`src/rtl/fetch_if.sv`:
```
// Fetch-unit bus bundle: instruction memory port, redirect input and decoder handshake.
interface fetch_if;
  logic        imem_req;
  logic [31:0] imem_addr;
  logic        imem_rvalid;
  logic [31:0] imem_rdata;
  logic        redirect_valid;
  logic [31:0] redirect_pc;
  logic        instr_valid;
  logic        instr_ready;
  logic [31:0] instr;
  logic [31:0] instr_pc;
  logic        misaligned_err;

  modport master (
    output imem_req, imem_addr,
    input  imem_rvalid, imem_rdata,
    input  redirect_valid, redirect_pc,
    output instr_valid, instr, instr_pc, misaligned_err,
    input  instr_ready
  );

  modport slave (
    input  imem_req, imem_addr,
    output imem_rvalid, imem_rdata,
    output redirect_valid, redirect_pc,
    input  instr_valid, instr, instr_pc, misaligned_err,
    output instr_ready
  );
endinterface

```
`src/rtl/fetch_unit.sv`:
```
// Instruction fetch unit: one outstanding memory request, DEPTH-entry instruction FIFO, redirect flush.
// Define FETCH_ALIGN_CHECK_EN to enable the misaligned-redirect error pulse.
module fetch_unit #(
  parameter logic [31:0] RESET_PC = 32'h0000_0000,
  parameter int          DEPTH    = 2
) (
  input  logic   clk,
  input  logic   rst_n,
  fetch_if.master bus
);
  localparam int PW = (DEPTH > 2) ? 2 : 1;
  localparam int CW = PW + 1;
  localparam logic [CW-1:0] DEPTH_C = CW'(DEPTH);

  typedef enum logic [1:0] {
    ST_FETCH = 2'd0,
    ST_WAIT  = 2'd1,
    ST_DROP  = 2'd2
  } state_t;

  state_t        state_reg, state_next;
  logic [31:0]   pc_reg, pc_next;
  logic [31:0]   req_pc_reg, req_pc_next;
  logic [CW-1:0] count_reg, count_next;
  logic [PW-1:0] head_reg, head_next;
  logic [PW-1:0] tail_reg, tail_next;
  logic [31:0]   buf_instr [DEPTH];
  logic [31:0]   buf_pc    [DEPTH];
  logic          issue, push, pop, buf_valid;
  logic [31:0]   redirect_target;

  assign redirect_target = bus.redirect_pc & 32'hFFFF_FFFC;
  assign buf_valid       = (count_reg != '0);

  always_ff @(posedge clk or negedge rst_n) begin
    if (!rst_n) begin
      state_reg  <= ST_FETCH;
      pc_reg     <= RESET_PC;
      req_pc_reg <= RESET_PC;
      count_reg  <= '0;
      head_reg   <= '0;
      tail_reg   <= '0;
    end else begin
      state_reg  <= state_next;
      pc_reg     <= pc_next;
      req_pc_reg <= req_pc_next;
      count_reg  <= count_next;
      head_reg   <= head_next;
      tail_reg   <= tail_next;
    end
  end

  // Issue only from FETCH, so the in-flight slot is always reserved in the buffer.
  always_comb begin
    state_next  = state_reg;
    pc_next     = pc_reg;
    req_pc_next = req_pc_reg;
    issue       = 1'b0;
    push        = 1'b0;
    case (state_reg)
      ST_FETCH: begin
        if (!bus.redirect_valid && (count_reg < DEPTH_C)) begin
          issue       = 1'b1;
          req_pc_next = pc_reg;
          pc_next     = pc_reg + 32'd4;
          state_next  = ST_WAIT;
        end
      end
      ST_WAIT: begin
        if (bus.redirect_valid) begin
          state_next = bus.imem_rvalid ? ST_FETCH : ST_DROP;
        end else if (bus.imem_rvalid) begin
          push       = 1'b1;
          state_next = ST_FETCH;
        end
      end
      ST_DROP: begin
        // The response of the abandoned request ends the drop even if redirected again.
        if (bus.imem_rvalid) state_next = ST_FETCH;
      end
      default: state_next = ST_FETCH;
    endcase
    if (bus.redirect_valid) pc_next = redirect_target;
  end

  assign pop = buf_valid & bus.instr_ready & ~bus.redirect_valid;

  always_comb begin
    count_next = count_reg;
    head_next  = head_reg;
    tail_next  = tail_reg;
    if (bus.redirect_valid) begin
      count_next = '0;
      head_next  = '0;
      tail_next  = '0;
    end else begin
      if (push) tail_next = tail_reg + 1'b1;
      if (pop)  head_next = head_reg + 1'b1;
      case ({push, pop})
        2'b10:   count_next = count_reg + 1'b1;
        2'b01:   count_next = count_reg - 1'b1;
        default: count_next = count_reg;
      endcase
    end
  end

  always_ff @(posedge clk) begin
    if (push) begin
      buf_instr[tail_reg] <= bus.imem_rdata;
      buf_pc[tail_reg]    <= req_pc_reg;
    end
  end

  assign bus.imem_req    = issue & rst_n;
  assign bus.imem_addr   = pc_reg;
  assign bus.instr_valid = buf_valid;
  assign bus.instr       = buf_valid ? buf_instr[head_reg] : 32'h0;
  assign bus.instr_pc    = buf_valid ? buf_pc[head_reg]    : 32'h0;

`ifdef FETCH_ALIGN_CHECK_EN
  assign bus.misaligned_err = rst_n & bus.redirect_valid & (bus.redirect_pc[1:0] != 2'b00);
`else
  assign bus.misaligned_err = 1'b0;
`endif

endmodule

```
`src/flat_wrapper.sv`:
```
// flat-port wrapper written by rule: the top's interface ports become plain ports
module fetch_unit_flat 
#(
  parameter logic [31:0] RESET_PC = 32'h0000_0000,
  parameter int          DEPTH    = 2
)
  (clk, rst_n, bus_imem_req, bus_imem_addr, bus_imem_rvalid, bus_imem_rdata, bus_redirect_valid, bus_redirect_pc, bus_instr_valid, bus_instr, bus_instr_pc, bus_misaligned_err, bus_instr_ready);
  fetch_if bus_i ();
  input  logic clk;
  input  logic rst_n;
  output wire logic [$bits(bus_i.imem_req)-1:0] bus_imem_req;
  output wire logic [$bits(bus_i.imem_addr)-1:0] bus_imem_addr;
  input wire logic [$bits(bus_i.imem_rvalid)-1:0] bus_imem_rvalid;
  input wire logic [$bits(bus_i.imem_rdata)-1:0] bus_imem_rdata;
  input wire logic [$bits(bus_i.redirect_valid)-1:0] bus_redirect_valid;
  input wire logic [$bits(bus_i.redirect_pc)-1:0] bus_redirect_pc;
  output wire logic [$bits(bus_i.instr_valid)-1:0] bus_instr_valid;
  output wire logic [$bits(bus_i.instr)-1:0] bus_instr;
  output wire logic [$bits(bus_i.instr_pc)-1:0] bus_instr_pc;
  output wire logic [$bits(bus_i.misaligned_err)-1:0] bus_misaligned_err;
  input wire logic [$bits(bus_i.instr_ready)-1:0] bus_instr_ready;
  assign bus_imem_req = bus_i.imem_req;
  assign bus_imem_addr = bus_i.imem_addr;
  assign bus_i.imem_rvalid = bus_imem_rvalid;
  assign bus_i.imem_rdata = bus_imem_rdata;
  assign bus_i.redirect_valid = bus_redirect_valid;
  assign bus_i.redirect_pc = bus_redirect_pc;
  assign bus_instr_valid = bus_i.instr_valid;
  assign bus_instr = bus_i.instr;
  assign bus_instr_pc = bus_i.instr_pc;
  assign bus_misaligned_err = bus_i.misaligned_err;
  assign bus_i.instr_ready = bus_instr_ready;
  fetch_unit #(.RESET_PC(RESET_PC), .DEPTH(DEPTH)) u_core (.clk(clk), .rst_n(rst_n), .bus(bus_i));
endmodule
```
`config.mk`:
```
export PLATFORM = sky130hd
export DESIGN_NAME = fetch_unit_flat
export DESIGN_NICKNAME = d
export VERILOG_FILES = /design/src/rtl/fetch_if.sv /design/src/rtl/fetch_unit.sv /design/src/flat_wrapper.sv
export SDC_FILE = /design/constraint.sdc
export NUM_CORES = 1
export LEC_CHECK = 0
export CAP_MARGIN = 30
export CORE_AREA = 8 8 140 142
export CTS_BUF_LIST = sky130_fd_sc_hd__clkbuf_4 sky130_fd_sc_hd__clkbuf_8 sky130_fd_sc_hd__clkbuf_16
export CTS_CLUSTER_DIAMETER = 30
export DETAILED_ROUTE_END_ITERATION = 8
export DIE_AREA = 0 0 148 150
export DONT_BUFFER_PORTS = 1
export SLEW_MARGIN = 20
export SYNTH_ARGS = -nofsm -noshare
export SYNTH_HDL_FRONTEND = slang
export SYNTH_SLANG_ARGS = --single-unit
export TNS_END_PERCENT = 1
```
`constraint.sdc`:
```
create_clock -name clk -period 6.9 [get_ports clk]
set_clock_uncertainty 0.05 [all_clocks]
set_input_delay 1.38 -clock clk [delete_from_list [all_inputs] [get_ports clk]]
set_output_delay 1.38 -clock clk [all_outputs]
set_load 0.05 [all_outputs]
```
==> flow_summary.json <==
{
  "status": "finished clean",
  "drc": 0,
  "grt_use_total_pct": 15.4,
  "viasPerCell": 5.55,
  "stdcell_count": 809,
  "cp_cell_sequence": "nor4_2, buf_4, and2_1",
  "slowest_delay_ns": 0.50,
  "antenna_found_initial": 0,
  "clockBufferDepth": 2,
  "die_x_um": 148,
  "cap_violations": 0,
  "die_h_um": 150,
  "start_kind": "input pin",
  "fin_setup_tns_ns": 0,
  "cp-end-kind": "output pin",
  "clk_latency_ns": 0.42,
  "cts-resized-gates": 0,
  "vias": 4489,
  "min_path_cells": 0,
  "start_util_pct": 45.0,
  "fin_crit_sh_pct": 57.7,
  "p_leak_uw": 0.00295,
  "powerDensity_nw_per_um2": 311,
  "drt_wl_total_um": 17100,
  "holdPathEnd": "u_core.buf_pc[1][10]",
  "rsz0062_at_grt": "false",
  "numPortBuffers": 0,
  "syn_inst": 571,
  "fmax_ghz": 0.251,
  "critPathSlowestCell": "and2_1",
  "rr_startpoint": "u_core.bus.imem_addr[12]",
  "fin_crit_ns": 3.98,
  "synth-warning-count": 0,
  "areaGrowthSynthToFinish_pct": 11.3,
  "worstSetupPathType": "input pin to output pin",
  "r2r_cells": 4,
  "grt_first_pass_wirelength_um": 26100,
  "worstPathArrival_ns": 2.55,
  "ir_worst_vdd_mv": 0.165,
  "drtPass1Iterations": 4,
  "slew_headroom_pct": 32.3,
  "wl_per_cell_um": 21.1,
  "worstPathRequired_ns": 5.47,
  "grt_max_degree": 68,
  "yosysSeqAreaShare_pct": 68.1,
  "min-delay-start": "u_core.req_pc_reg[10]",
  "ys_seq_elements": 190,
  "layout_commonest_cell": "edfxtp_1",
  "top_regs": "u_core.buf_instr (64), u_core.buf_pc (60)",
  "overflow": 0,
  "ys_types": 46,
  "placed_cells": 777,
  "hold_viol": 0,
  "cts_sinks": 190,
  "rows": 49,
  "cts_setup_buffers": 0,
  "finalSetupViolCount": 0,
  "place_hpwl_um": 11600,
  "cts_root_buf": "clkbuf_16",
  "syn_area_per_cell_um2": 13.8,
  "nNetsFinal": 637,
  "drive_gt1_share_pct": 14.0,
  "r2r-end": "u_core.bus.imem_addr[30]",
  "synth_edf_count": 124,
  "grt_pass1_vias": 4529,
  "ios": 168,
  "ys_async_sr_fraction_pct": 34.7,
  "layout_common_cells": "edfxtp_1, nor2_1, dfrtp_1, mux2i_1, mux2_2",
  "syn-cell-area_um2": 7890,
  "r2r_slack_ns": 3.71,
  "slew_viol_final": 0,
  "cts_tree": "done",
  "htreeDepth": 4,
  "largest_reg_flops": 64,
  "antenna-diode-count": 0,
  "clk_pin_slew_ns": 0.06,
  "hold_buffers": 0,
  "synth_top_flop_cell": "edfxtp_1",
  "cts-buffers-inserted": 17,
  "worst-slew-pin-transition_ns": 1.01,
  "core-area_um2": 17500,
  "ant_nets": 0,
  "fp.dieArea_um2": 22200,
  "place.gp.congestion": 0.805,
  "fin_util_pct": 50.1,
  "first_iter_violations": 209,
  "worstHoldPathType": "register to register",
  "crit_path_max_fanout": 50,
  "top_register": "u_core.buf_instr"
}
==> metrics by stage <==
step / area, um2 / worst slack [ns] / total power, uW / hold WS [ns]
after global routing: 8780 / 2.81 / 2830 / 0.435
after floorplan: 7910 / 0.238 / 1670 / 0.388
after global placement: 8100 / 2.91 / 1720 / 0.393
after CTS: 8780 / 2.90 / 2760 / 0.419
after detailed placement: 8150 / 2.91 / 1730 / 0.404
final: 8780 / 2.92 / 2740 / 0.419
==> critical path, delay by kind of cell <==
kind                   cells  cell delay, ns
AND/OR/NAND/NOR            2            0.80
buffers and inverters      1            0.37
==> layer usage <==
| layer | up-vias | track usage [%] | part of all wire, % |
|---|---|---|---|
| li1 | 2102 | - | - |
| met1 | 2223 | 18.6 | 42 |
| met2 | 160 | 25.4 | 50 |
| met3 | 4 | 5.29 | 7.9 |
| met4 | 0 | 5.10 | 0.61 |
| met5 | - | 0 | 0 |
==> cells by family (layout without fill, tap and decap cells) <==
family                   count (synthesis)  count (layout)  synth area share (%)
flip-flops                             190             190                  68.1
AND/OR/NAND/NOR                        178             178                  11.0
multiplexers                            93              93                  12.3
AO/OA/AOI/OAI                           51              51                  4.25
buffers and inverters                   42              47                  2.46
XOR/XNOR                                15              15                  1.66
adder cells (fa/ha/maj)                  1               1                 0.159
other                                    1               5                0.0475
==> area by class of cell <==
| class | instances | area [um2] |
|---|---|---|
| clock inverters | 12 | 185 |
| multi-input cells | 343 | 2370 |
| repair buffers | 10 | 98.8 |
| inverters | 5 | 18.8 |
| clock buffers | 20 | 448 |
| flip-flops and latches | 190 | 5380 |
| fillers | 1562 | 8750 |
| well taps | 229 | 287 |
==> worst max-delay path by stage <==
| stage | start | to | slack (ns) | depth (start not counted) |
|---|---|---|---|---|
| after detailed placement | bus_redirect_valid | bus_imem_req | 2.91 | 3 |
| after global routing | bus_redirect_valid | bus_imem_req | 2.81 | 3 |
| after CTS | bus_redirect_valid | bus_imem_req | 2.90 | 3 |
| after global placement | bus_redirect_valid | bus_imem_req | 2.91 | 3 |
| after floorplan | bus_redirect_valid | u_core.buf_instr[0][0] | 0.24 | 3 |
| final | bus_redirect_valid | bus_imem_req | 2.92 | 3 |
==> synth_stat cells, drive strengths merged (9+ instances only) <==
master	instances	area share [%]
edfxtp	124	47
nor2	79	3.8
dfrtp	66	21
mux2i	63	8.0
mux2	30	4.3
clkbuf	28	1.3
nand2	27	1.3
o21ai	18	1.1
or4	13	1.2
nand3	12	0.76
nand4	12	0.95
a31oi	10	0.79
buf	9	0.89
==> power breakdown <==
group / switching, uW / internal (uW)
registers: 151 / 1320
logic: 144 / 87.3
clock network: 407 / 624
total: 703 / 2030
Power figures use the tool's default switching activity.
